`src/rtl/lcd_uart_pkg.sv`:
```
// Shared types, defaults and helpers for the LCD-side UART transmitter.
package lcd_uart_pkg;

    localparam int DEFAULT_BAUD_DIV   = 1042;
    localparam int DEFAULT_FIFO_DEPTH = 16;
    localparam int MAX_DATA_BITS      = 9;

    typedef enum logic [2:0] {
        IDLE   = 3'd0,
        START  = 3'd1,
        DATA   = 3'd2,
        PARITY = 3'd3,
        STOP   = 3'd4
    } tx_state_t;

    // Zero-extended inputs leave the XOR unchanged, so narrower words can be passed in widened.
    function automatic logic calc_parity(input logic [MAX_DATA_BITS-1:0] data, input logic odd);
        return (^data) ^ odd;
    endfunction

endpackage

```
`src/rtl/lcd_uart_fifo.sv`:
```
// Single-clock FIFO with registered count/full/empty and show-ahead read data.
module lcd_uart_fifo #(
    parameter int WIDTH = 8,
    parameter int DEPTH = 16
) (
    input  logic                       SYSCLK,
    input  logic                       NSYSRESET,
    input  logic                       wr_en,
    input  logic [WIDTH-1:0]           wr_data,
    input  logic                       rd_en,
    output logic [WIDTH-1:0]           rd_data,
    output logic [$clog2(DEPTH):0]     count,
    output logic                       full,
    output logic                       empty
);
    localparam int AW = $clog2(DEPTH);

    logic [WIDTH-1:0] mem [DEPTH];
    logic [AW-1:0]    wr_ptr;
    logic [AW-1:0]    rd_ptr;
    logic             do_wr;
    logic             do_rd;
    logic [AW:0]      count_nxt;

    assign do_wr   = wr_en && !full;
    assign do_rd   = rd_en && !empty;
    assign rd_data = mem[rd_ptr];

    // Occupancy after this edge; full/empty are registered from it.
    always_comb begin
        count_nxt = count;
        if (do_wr && !do_rd) count_nxt = count + 1'b1;
        else if (do_rd && !do_wr) count_nxt = count - 1'b1;
    end

    // Storage array: no reset needed, contents are only visible through valid pointers.
    always_ff @(posedge SYSCLK) begin
        if (do_wr) mem[wr_ptr] <= wr_data;
    end

    // Pointers and status flags.
    always_ff @(posedge SYSCLK or negedge NSYSRESET) begin
        if (!NSYSRESET) begin
            wr_ptr <= '0;
            rd_ptr <= '0;
            count  <= '0;
            full   <= 1'b0;
            empty  <= 1'b1;
        end else begin
            if (do_wr) wr_ptr <= wr_ptr + 1'b1;
            if (do_rd) rd_ptr <= rd_ptr + 1'b1;
            count <= count_nxt;
            full  <= (count_nxt == (AW+1)'(DEPTH));
            empty <= (count_nxt == '0);
        end
    end

endmodule

```
`src/rtl/lcd_uart_tx.sv`:
```
// Buffered UART transmitter: FIFO front end, baud counter and frame FSM.
module lcd_uart_tx
    import lcd_uart_pkg::*;
#(
    parameter int BAUD_DIV   = DEFAULT_BAUD_DIV,
    parameter int DATA_BITS  = 8,
    parameter int PARITY_EN  = 0,
    parameter int PARITY_ODD = 0,
    parameter int STOP_BITS  = 1,
    parameter int FIFO_DEPTH = DEFAULT_FIFO_DEPTH
) (
    input  logic                          SYSCLK,
    input  logic                          NSYSRESET,
    input  logic [DATA_BITS-1:0]          wr_data,
    input  logic                          wr_valid,
    output logic                          wr_ready,
    input  logic                          tx_enable,
    output logic                          TXD,
    output logic                          busy,
    output logic [$clog2(FIFO_DEPTH):0]   fifo_count,
    output logic                          overflow
);
    localparam int CW = $clog2(BAUD_DIV);
    localparam logic [CW-1:0] BAUD_LAST = CW'(BAUD_DIV - 1);

    tx_state_t            state_q, state_nxt;
    logic [CW-1:0]        baud_q, baud_nxt;
    logic [DATA_BITS-1:0] shift_q, shift_nxt;
    logic [3:0]           bit_q, bit_nxt;
    logic                 stop_q, stop_nxt;
    logic                 par_q, par_nxt;
    logic                 txd_q, txd_nxt;
    logic                 busy_q, busy_nxt;
    logic                 overflow_q;
    logic                 pop;
    logic                 tick;
    logic                 can_load;
    logic [DATA_BITS-1:0] fifo_rd_data;
    logic                 fifo_full;
    logic                 fifo_empty;

    lcd_uart_fifo #(
        .WIDTH (DATA_BITS),
        .DEPTH (FIFO_DEPTH)
    ) u_fifo (
        .SYSCLK    (SYSCLK),
        .NSYSRESET (NSYSRESET),
        .wr_en     (wr_valid),
        .wr_data   (wr_data),
        .rd_en     (pop),
        .rd_data   (fifo_rd_data),
        .count     (fifo_count),
        .full      (fifo_full),
        .empty     (fifo_empty)
    );

    assign wr_ready = !fifo_full;
    assign overflow = overflow_q;
    assign TXD      = txd_q;
    assign busy     = busy_q;
    assign tick     = (baud_q == BAUD_LAST);
    assign can_load = tx_enable && !fifo_empty;

    // Next-state logic; a load from IDLE or the final stop bit shares one path.
    always_comb begin
        state_nxt = state_q;
        baud_nxt  = tick ? '0 : baud_q + CW'(1);
        shift_nxt = shift_q;
        bit_nxt   = bit_q;
        stop_nxt  = stop_q;
        par_nxt   = par_q;
        txd_nxt   = txd_q;
        busy_nxt  = busy_q;
        pop       = 1'b0;
        case (state_q)
            IDLE: begin
                baud_nxt = '0;
                txd_nxt  = 1'b1;
                busy_nxt = 1'b0;
                if (can_load) begin
                    pop       = 1'b1;
                    shift_nxt = fifo_rd_data;
                    par_nxt   = calc_parity(MAX_DATA_BITS'(fifo_rd_data), PARITY_ODD != 0);
                    state_nxt = START;
                    txd_nxt   = 1'b0;
                    busy_nxt  = 1'b1;
                end
            end
            START: begin
                if (tick) begin
                    state_nxt = DATA;
                    txd_nxt   = shift_q[0];
                    shift_nxt = shift_q >> 1;
                    bit_nxt   = '0;
                end
            end
            DATA: begin
                if (tick) begin
                    if (bit_q == 4'(DATA_BITS - 1)) begin
                        stop_nxt = 1'b0;
                        if (PARITY_EN != 0) begin
                            state_nxt = PARITY;
                            txd_nxt   = par_q;
                        end else begin
                            state_nxt = STOP;
                            txd_nxt   = 1'b1;
                        end
                    end else begin
                        txd_nxt   = shift_q[0];
                        shift_nxt = shift_q >> 1;
                        bit_nxt   = bit_q + 4'd1;
                    end
                end
            end
            PARITY: begin
                if (tick) begin
                    state_nxt = STOP;
                    txd_nxt   = 1'b1;
                    stop_nxt  = 1'b0;
                end
            end
            STOP: begin
                if (tick) begin
                    if (stop_q == 1'(STOP_BITS - 1)) begin
                        if (can_load) begin
                            pop       = 1'b1;
                            shift_nxt = fifo_rd_data;
                            par_nxt   = calc_parity(MAX_DATA_BITS'(fifo_rd_data), PARITY_ODD != 0);
                            state_nxt = START;
                            txd_nxt   = 1'b0;
                        end else begin
                            state_nxt = IDLE;
                            txd_nxt   = 1'b1;
                            busy_nxt  = 1'b0;
                        end
                    end else begin
                        stop_nxt = 1'b1;
                    end
                end
            end
            default: begin
                state_nxt = IDLE;
                txd_nxt   = 1'b1;
                busy_nxt  = 1'b0;
            end
        endcase
    end

    // State, datapath and output registers.
    always_ff @(posedge SYSCLK or negedge NSYSRESET) begin
        if (!NSYSRESET) begin
            state_q    <= IDLE;
            baud_q     <= '0;
            shift_q    <= '0;
            bit_q      <= '0;
            stop_q     <= 1'b0;
            par_q      <= 1'b0;
            txd_q      <= 1'b1;
            busy_q     <= 1'b0;
            overflow_q <= 1'b0;
        end else begin
            state_q    <= state_nxt;
            baud_q     <= baud_nxt;
            shift_q    <= shift_nxt;
            bit_q      <= bit_nxt;
            stop_q     <= stop_nxt;
            par_q      <= par_nxt;
            txd_q      <= txd_nxt;
            busy_q     <= busy_nxt;
            overflow_q <= wr_valid && fifo_full;
        end
    end

endmodule

```
`config.mk`:
```
export PLATFORM = sky130hd
export DESIGN_NAME = lcd_uart_tx
export DESIGN_NICKNAME = d
export VERILOG_FILES = /design/src/rtl/lcd_uart_pkg.sv /design/src/rtl/lcd_uart_fifo.sv /design/src/rtl/lcd_uart_tx.sv
export SDC_FILE = /design/constraint.sdc
export NUM_CORES = 1
export LEC_CHECK = 0
export CAP_MARGIN = 10
export CORE_UTILIZATION = 44
export CTS_CLUSTER_SIZE = 8
export DETAILED_ROUTE_END_ITERATION = 10
export GPL_TIMING_DRIVEN = 0
export PLACE_DENSITY = 0.64
export SLEW_MARGIN = 0
export SYNTH_ARGS = -nofsm -noshare
export SYNTH_HDL_FRONTEND = slang
export SYNTH_SLANG_ARGS = --single-unit
```
`constraint.sdc`:
```
create_clock -name SYSCLK -period 4 [get_ports SYSCLK]
set_input_delay 0.4 -clock SYSCLK [delete_from_list [all_inputs] [get_ports SYSCLK]]
set_output_delay 0.4 -clock SYSCLK [all_outputs]
set_load 0.02 [all_outputs]
```
# == Word-level counts from Yosys, hierarchy flattened ==
# Memory sizes are Yosys's and may differ from the RTL's.
# Index checks and enable logic that the tools add are counted.
# op_classes
addsub,6
eq_ne,16
n_mux,48
bitwise,1
reduce_logical,22
# ops
operator,count
8-bit two-way mux,6
8-bit one-hot mux with 4 select lines,1
11-bit two-way mux,2
1-bit two-way mux,21
3-bit two-way mux,7
"2-bit != test, second input constant",9
3-bit one-hot mux with 5 select lines,1
"4-bit by 1-bit adder with 4-bit output, second input constant",3
4-bit two-way mux,3
"11-bit by 1-bit adder with 11-bit output, second input constant",1
"11-bit equality test, second input constant",1
5-bit two-way mux,2
5-bit AND reduction,2
4-bit one-hot mux with 2 select lines,1
4-bit AND reduction,2
7-bit AND reduction,1
"3-bit by 2-bit equality test with 1-bit output, second input constant",2
1-bit logical AND,6
1-bit one-hot mux with 3 select lines,2
6-bit AND reduction,1
"5-bit by 1-bit adder with 5-bit output, second input constant",1
"5-bit equality test, second input constant",1
5-bit logical NOT,1
1-bit one-hot mux with 5 select lines,1
12 further kinds,15
# totals
ff_bits,45
ram_bits,128
input_bits,12
out_inout_bits,9
elab_cells,107
n_memories,1
# mem_list
name,words,word_bits,read_ports,rd_clocked_by_memory_dff,write_ports,line,source
u_fifo.mem,16,8,1,0,1,lcd_uart_fifo.sv:18,logic [WIDTH-1:0] mem [DEPTH];

# == Depth between registers and ports, before layout ==
# Gate-level depths: netlist of the first run.
# logic_depth
word_depth,11
depth_mapped,10
mapped_depth_nobuf,8

# == Modules after synthesis ==
# Synthesis of the first run repeated with hierarchy kept, for this count alone.
# unflattened
hier_cells,441
area_unflattened_um2,7462.2
# modules_own_cells
mod,instances,cells_per_inst,area_each_um2,seq_area_each_um2
lcd_uart_fifo,1,295,5813.1,4220.3
lcd_uart_tx,1,146,1649.1,726.9

# == Least setup slack after synthesis of the first run ==
# Ideal clock, no wire load.
# synth_path
path_kind,flip-flop to flip-flop
from,reg baud_q[1]
to,reg u_fifo.full
t_arrival_ns,1.859
required_ns,3.905
setup_slack_ns,2.046
path_stages_with_launch,9
path_cell_list,dfrtp_1 -> inv_1 -> ha_1 -> nor4bb_4 -> a31o_2 -> nand2_4 -> mux2i_4 -> xor2_2 -> nor4b_2
# synth_via
elab_chain_cells,8
elab_cells_between_ends,10
# synth_rtl
item,line,source
from (decl),lcd_uart_tx.sv:27,"logic [CW-1:0] baud_q, baud_nxt;"
from (signal assigned),lcd_uart_tx.sv:163,baud_q <= baud_nxt;
11-bit equality test (*),lcd_uart_tx.sv:61,assign tick = (baud_q == BAUD_LAST);
1-bit two-way mux (*),lcd_uart_tx.sv:123,if (tick) begin
1-bit one-hot mux with 2 select lines (*),lcd_uart_tx.sv:75,case (state_q)
1-bit logical AND (*),lcd_uart_fifo.sv:26,assign do_rd = rd_en && !empty;
1-bit logical AND / 1-bit logical NOT (equally long branches),"lcd_uart_fifo.sv:33, lcd_uart_fifo.sv:32",
5-bit two-way mux / 1-bit logical AND (equally long branches),"lcd_uart_fifo.sv:33, lcd_uart_fifo.sv:32",
5-bit two-way mux (*),lcd_uart_fifo.sv:32,if (do_wr && !do_rd) count_nxt = count + 1'b1;
via u_fifo.count_nxt[2],lcd_uart_fifo.sv:23,logic [AW:0] count_nxt;
5-bit equality test (*),lcd_uart_fifo.sv:53,full <= (count_nxt == (AW+1)'(DEPTH));
to (signal assigned),lcd_uart_fifo.sv:53,
to (decl),lcd_uart_fifo.sv:13,"output logic full,"
# Mark *: on every way through the listed nets, which the timed path passes. The rest lies on a longest branch.
# A chain may end at the register's enable or synchronous reset.

# == Final worst setup path of the first run ==
# layout_path
from,reg u_fifo.rd_ptr[1]
to,reg shift_q[4]
# layout_via
elab_chain_cells,5
# layout_rtl
item,line,source
from (decl),lcd_uart_fifo.sv:20,logic [AW-1:0] rd_ptr;
from (signal assigned),lcd_uart_fifo.sv:51,if (do_rd) rd_ptr <= rd_ptr + 1'b1;
memory read 16 x 8 bit (*),--,
8-bit two-way mux (*),"lcd_uart_tx.sv:80, lcd_uart_tx.sv:125",
8-bit two-way mux,lcd_uart_tx.sv:124,if (stop_q == 1'(STOP_BITS - 1)) begin
8-bit two-way mux,lcd_uart_tx.sv:123,
8-bit one-hot mux with 4 select lines (*),lcd_uart_tx.sv:75,
to (signal assigned),lcd_uart_tx.sv:164,shift_q <= shift_nxt;
to (decl),lcd_uart_tx.sv:28,"logic [DATA_BITS-1:0] shift_q, shift_nxt;"
# Mark *: on every way between the ends. The rest lies on a longest branch, timed or not. The select of a mux whose other input is x is not followed.

==> flow_summary.yaml, run 1 <==
die:
  top_level_ports: 21
  die_w_um: 131
  start_util_pct: 45.5
  fp-row-count: 46
  fp.dieH_um: 131
  area_of_the_die_mm2: 0.0171
  core_area_mm2: 0.0161
clock_network:
  clock_tree.htree_level_count: 4
  cts_buffer_depth: 2
  numCtsBuffers: 17
  worst_skew_pair.late_latency_ns: 0.43
  cts.clk_slew.worst_paths_ns: 0.07
  post_cts_resize_count: 0
  cts_tree: "built"
  numClockSinks: 172
  cts-root-buf: "clkbuf_16"
placement:
  dp_slack_ns: 1.45
  gp_routability_congestion: 0.788
  detailed_place_hpwl_mm: 9.18
  buffer_ports.inserted: 20
layout:
  fillerInstances: 1315
  multiInputGateArea_mm2: 0.00222
  seqCellArea_mm2: 0.00495
  num_antenna_cells: 0
  final_layout_size_suffix_gt1_share_pct: 21.1
  final_net_count: 501
  syn2layout_area_growth_pct: 15.2
logic_synthesis:
  syn-cell-area_mm2: 0.00730
  synthesis.yosys.warnings: 0
  postSynthCellCount: 438
  synth_top_cells_by_count: "128 x edfxtp_1, 42 x dfrtp_1, 33 x mux4_2"
  yosys.cell_count.top_type: "edfxtp_1"
  async_flop_share_pct: 25.6
  synth_enable_flop_cells: 128
  synth_top_area_share_pct: 52.6
  synthFlopType: "edfxtp_1"
  syn-mean-instance-area_um2: 16.7
  synth_largest_area_cell: "edfxtp_1"
  synth_seq_cells: 172
  synth_sequential_area_ratio_pct: 67.8
  mappedNetlistNets: 460
  netlist-cell-type-count: 53
  netlist_top_cells_area: "edfxtp_1 53%, dfrtp_1 14%, mux4_2 10%"
detailed_routing:
  first_iter_violations: 277
  vias: 3809
  antenna_violating_nets_post_route: 0
  route.final.wire_length_mm: 13.8
  route.detailed.vias_per_inst: 5.38
  detail_route.wirelength.met1_mm: 6.46
  detailedRoute.firstPassIterationCount: 4
  drc: 0
  wire_per_inst_um: 19.6
  wl_met3_um: 631
  met2_wirelength_mm: 6.54
  top_signal_layer_used: "met4"
timing:
  whs_ns: 0.314
  timing_worst_slew_pin_value_ns: 0.736
  fmax_mhz: 421
  slew_violations: 0
  clock_skew_ns: 0.0104
  maxSlewHeadroom_pct: 50.9
  final_tns_setup_ns: 0
  worst_slack_ns: 1.62
  finalWorstPathRequiredPeriod_ns: 2.38
  fin_crit_sh_pct: 59.4
  rsz0062_at_grt: "no"
  finalSetupViolCount: 0
  number_of_endpoints_with_negative_hold_slack_in_the_final_report: 0
power_and_ir_drop:
  pwr_density_cell_mw_per_mm2: 533
  leakage_uw: 0.00287
  ir_drop_mv: 0.504
worst_setup_path:
  timing_worst_setup_path_type: "flip-flop to flip-flop"
  startpoint_type: "flip-flop"
  critPathCaptureType: "flip-flop"
  timing.reg2reg.worst_path_depth: 7
  cp_data_arrival_time_ns: 2.68
  critical_path_required_ns: 4.30
  crit_path_max_fanout: 10
grt:
  grt_remaining_overflow: 0
  grt_pass1_vias: 3806
  groute.usage.overall_pct: 18.0
  pin_count_of_the_biggest_net_entering_global_routing: 42
  grt_pass1_wl_mm: 21.5
  initial_antenna_violation_count: 0
run_status:
  run_status: "completed"
hold_path:
  path_class_of_the_lowest_slack_min_delay_path: "input port to async pin"
job:
  max_cap_violations: 0
==> layout by cell type (no fill, tap or decap), drive strengths merged, types with 3 or more instances in the layout <==
| cell | instances |
|---|---|
| a21oi | 21 |
| a31oi | 9 |
| and2 | 19 |
| and3 | 4 |
| buf | 16 |
| bufinv | 3 |
| clkbuf | 21 |
| clkdlybuf4s50 | 19 |
| clkinv | 4 |
| dfrtp | 42 |
| edfxtp | 128 |
| ha | 10 |
| inv | 15 |
| mux2i | 16 |
| mux4 | 33 |
| nand2 | 23 |
| nand2b | 4 |
| nand3 | 14 |
| nand4 | 5 |
| nor2 | 22 |
| nor3 | 5 |
| o21ai | 9 |
| o22ai | 10 |
| xnor2 | 12 |
| xor2 | 9 |
==> metrics by stage <==
step / power (uW) / instance area [um^2] / cells / utilization, %
floorplan: 2560 / 7300 / 438 / -
global placement: 2770 / 7770 / 674 / 48.4
detailed placement: 2810 / 7790 / 675 / 48.5
CTS: 4520 / 8410 / 708 / 52.4
global route: 4650 / 8410 / 708 / 52.4
finish: 4480 / 8410 / 708 / 52.4
==> flip-flops by register name (all words and copies together), names as in the netlist, 3 cells and up <==
| signal | flops |
|---|---|
| shift_q | 8 |
| u_fifo.rd_ptr | 4 |
| u_fifo.count | 5 |
| state_q | 3 |
| bit_q | 4 |
| baud_q | 11 |
| u_fifo.wr_ptr | 4 |
| u_fifo.mem | 128 |
==> power by group <==
group / internal (uW) / switching [uW] / leakage, uW
Combinational: 223 / 335 / 0.000848
Clock: 1000 / 717 / 0.000298
Sequential: 2110 / 97.8 / 0.00172
Total: 3330 / 1150 / 0.00287
==> timing repair <==
action	4_1_cts	5_1_grt
hold endpoints to repair	14	0
hold buffers	1	0
setup buffers	0	0
==> cell families (layout without fill, tap and decap cells) <==
logic type / count (synthesis) / count (layout) / share of synthesized area, %
compound gates: 54 / 54 / 5.05
xor+xnor: 21 / 21 / 2.83
fa+ha+maj: 10 / 10 / 1.71
buf+inv: 27 / 81 / 1.80
flops: 172 / 172 / 67.8
mux: 50 / 50 / 12.7
simple gates: 104 / 104 / 8.16
==> layout make-up <==
| type | count | share of cell area [%] |
|---|---|---|
| plain buffers | 17 | 1.12 |
| clock buffers | 18 | 5.10 |
| clock inverters | 14 | 2.22 |
| inverters | 10 | 0.446 |
| multi-input cells | 239 | 26.4 |
| flip-flops and latches | 172 | 58.8 |
| well taps | 216 | 3.21 |
| repair buffers | 22 | 2.68 |
==> routing by layer <==
layer / vias up / GRT usage, %
li1: 1767 / -
met3: 18 / 4.44
met1: 1940 / 25.0
met5: - / 0
met4: 0 / 8.86
met2: 84 / 26.4
==> final timing paths <==
kind                                               from                     end  slack (ns)
max in group asynchronous                     NSYSRESET  u_fifo.empty$_DFF_PN1_        3.20
min                                           NSYSRESET     baud_q[2]$_DFF_PN0_        0.31
max reg2reg                u_fifo.rd_ptr[1]$_DFFE_PN0P_  shift_q[4]$_DFFE_PN0P_        1.62
min reg2reg                        bit_q[3]$_DFFE_PN0P_    bit_q[3]$_DFFE_PN0P_        0.50
min in group SYSCLK                bit_q[3]$_DFFE_PN0P_    bit_q[3]$_DFFE_PN0P_        0.50
max                        u_fifo.rd_ptr[1]$_DFFE_PN0P_  shift_q[4]$_DFFE_PN0P_        1.62
==> worst max-delay path, cell delays in order (launching register included) <==
cell	delay, ns
dfrtp_1	0.37
clkbuf_2	0.22
buf_1	0.52
mux4_2	0.44
mux2i_1	0.33
o22ai_1	0.13
a21oi_1	0.14
a31oi_1	0.09
Note: power is estimated with default switching activity, not from simulation.
==> inputs of run 2 (changes only) <==
Clock period 4 ns to 2.25 ns, I/O delays scaled along.
==> run 2 against run 1 <==
  * Sequential share of layout area fell by 0.30 points
  * Non-clock buffer count rose by 1
  * Power is 78% higher
  * Maximum frequency rose by 12%
  * Clock skew decreased by 0.0010 ns
  * Register-to-register slack got worse by 1.5 ns
  * Die area is the same
  * Sequential cell count stayed put
  * Combinational power is 78% higher
==> flow_summary.yaml, run 2 (synthesis results as in run 1) <==
clock_network:
  cts_tree: "built"
  clock_tree.htree_level_count: 4
  worst_skew_pair.late_latency_ns: 0.43
  numCtsBuffers: 17
  cts-root-buf: "clkbuf_16"
  numClockSinks: 172
  cts_buffer_depth: 2
  cts.clk_slew.worst_paths_ns: 0.07
placement:
  placedInstanceArea_mm2: 0.00779
  gp_routability_congestion: 0.788
  placed_cells_incl_taps: 675
  detailed_place_hpwl_mm: 9.18
  buffer_ports.inserted: 20
  dp_slack_ns: -0.126
die:
  die_w_um: 131
  area_of_the_die_mm2: 0.0171
  core_area_mm2: 0.0161
  fp.dieH_um: 131
  fp-row-count: 46
  top_level_ports: 21
  start_util_pct: 45.5
timing:
  slew_violations: 0
  fin_crit_sh_pct: 94.7
  finalSetupViolCount: 0
  number_of_endpoints_with_negative_hold_slack_in_the_final_report: 0
  finalWorstPathRequiredPeriod_ns: 2.13
  fmax_mhz: 469
  timing_worst_slew_pin_value_ns: 0.740
  clock_skew_ns: 0.00932
  worst_slack_ns: 0.119
  rsz0062_at_grt: "no"
  maxSlewHeadroom_pct: 50.7
  final_tns_setup_ns: 0
power_and_ir_drop:
  netsw_uw: 2050
  leakage_uw: 0.00289
  comb_power_share_pct: 12.5
  clock_power_share_pct: 38.3
  ir_drop_mv: 0.895
  p_seq_share_pct: 49.2
  power.switching_fraction_pct: 25.7
  pwr_density_cell_mw_per_mm2: 943
  finalPower_uw: 7970
  internal-power_uw: 5930
detailed_routing:
  vias: 3804
  met2_wirelength_mm: 6.64
  route.detailed.vias_per_inst: 5.37
  antenna_violating_nets_post_route: 0
  drc: 0
  detail_route.wirelength.met1_mm: 6.34
  wl_met3_um: 702
  wire_per_inst_um: 19.6
  route.final.wire_length_mm: 13.9
  top_signal_layer_used: "met4"
  first_iter_violations: 206
  detailedRoute.firstPassIterationCount: 4
job:
  max_cap_violations: 0
layout:
  reg.largest.list: "u_fifo.mem (128), baud_q (11), shift_q (8)"
  stdcell_count: 709
  layout.cells.most_common_list: "128 x edfxtp_1, 42 x dfrtp_1, 33 x mux4_2, 21 x nor2_1, 21 x nand2_1"
  largest_reg_flops: 128
  num_antenna_cells: 0
  final_net_count: 502
  syn2layout_area_growth_pct: 15.8
  final_layout_size_suffix_gt1_share_pct: 22.1
  registers.top_by_ff_count: "u_fifo.mem"
  postLayoutCellArea_mm2: 0.00846
  mostFrequentLayoutCell: "edfxtp_1"
  fillerInstances: 1315
worst_setup_path:
  reg2reg_slack_ns: 0.12
  cp_data_arrival_time_ns: 2.45
  crit_path_max_fanout: 5
  timing_worst_setup_path_type: "flip-flop to flip-flop"
  timing.critical_path.cells: "ha_1 > nor4bb_4 > buf_4 > a31o_4 > nand2_4 > mux2i_4 > xor2_2 > nor4_2"
  startpoint_type: "flip-flop"
  critPathCaptureType: "flip-flop"
  timing.reg2reg.worst_path_depth: 8
  crit_slowest_cell: "dfrtp_1"
  critical_path_required_ns: 2.57
  worst_path_largest_cell_delay_ns: 0.42
grt:
  groute.usage.overall_pct: 18.0
  grt_pass1_wl_mm: 21.6
  initial_antenna_violation_count: 0
  grt_remaining_overflow: 0
  pin_count_of_the_biggest_net_entering_global_routing: 42
  grt_pass1_vias: 3815
run_status:
  run_status: "completed"
hold_path:
  path_class_of_the_lowest_slack_min_delay_path: "input port to async pin"
## run 2: cell count changes in the layout (fill, tap and decap cells not counted), sizes merged
cell    previous run  this run
buf               16        15
clkbuf            21        23
## run 2: final timing paths
check,end,startpoint
max,u_fifo.empty$_DFF_PN1_,baud_q[0]$_DFF_PN0_
min,baud_q[2]$_DFF_PN0_,NSYSRESET
max reg2reg,u_fifo.empty$_DFF_PN1_,baud_q[0]$_DFF_PN0_
min reg2reg,bit_q[3]$_DFFE_PN0P_,bit_q[3]$_DFFE_PN0P_
max in group asynchronous,u_fifo.empty$_DFF_PN1_,NSYSRESET
min in group SYSCLK,overflow$_DFF_PN0_,wr_valid
## run 2: power by group through the flow
stage / clock network (uW) / registers, uW / logic, uW
2_1_floorplan: 0 / 4000 / 559
3_3_place_gp: 0 / 3970 / 966
3_5_place_dp: 0 / 3990 / 997
4_1_cts: 3100 / 3930 / 1010
5_1_grt: 3230 / 3950 / 1090
6_report: 3050 / 3920 / 997
## run 2: cell type report
cell class              count  area [um^2]  area share, %
flip-flops and latches    172         4950           58.5
multi-input cells         239         2240           26.5
clock buffers              18          429           5.08
well taps                 216          270           3.20
repair buffers             23          233           2.75
clock inverters            14          186           2.20
plain buffers              17          108           1.27
inverters                  10         37.5          0.444
## run 2: repair_timing
item	4_1_cts	5_1_grt
pin swaps	0	1
setup endpoints to repair	5	9
hold buffers	1	0
hold endpoints to repair	42	0
resized for setup	3	6
setup buffers	0	1
## run 2: metal layers
layer / GRT usage [%] / up-vias
met2: 26.5 / 77
met4: 8.86 / 0
met1: 25.1 / 1947
met5: 0 / -
li1: - / 1766
met3: 4.44 / 14
## run 2: worst max-delay path, delay by kind of cell, from the launching register on
kind	cells	cell delay (ns)
AO/OA/AOI/OAI	1	0.27
XOR/XNOR	1	0.12
adder cells (fa/ha/maj)	1	0.22
buffers and inverters	1	0.16
flip-flops	1	0.42
multiplexers	1	0.25
AND/OR/NAND/NOR	3	0.58
## run 2: stage by stage
step | hold WS [ns] | util (%)
2_1_floorplan | -0.0706 | -
3_3_place_gp | 0.464 | 48.4
3_5_place_dp | 0.0466 | 48.5
4_1_cts | 0.116 | 52.5
5_1_grt | 0.156 | 52.7
6_report | 0.140 | 52.7
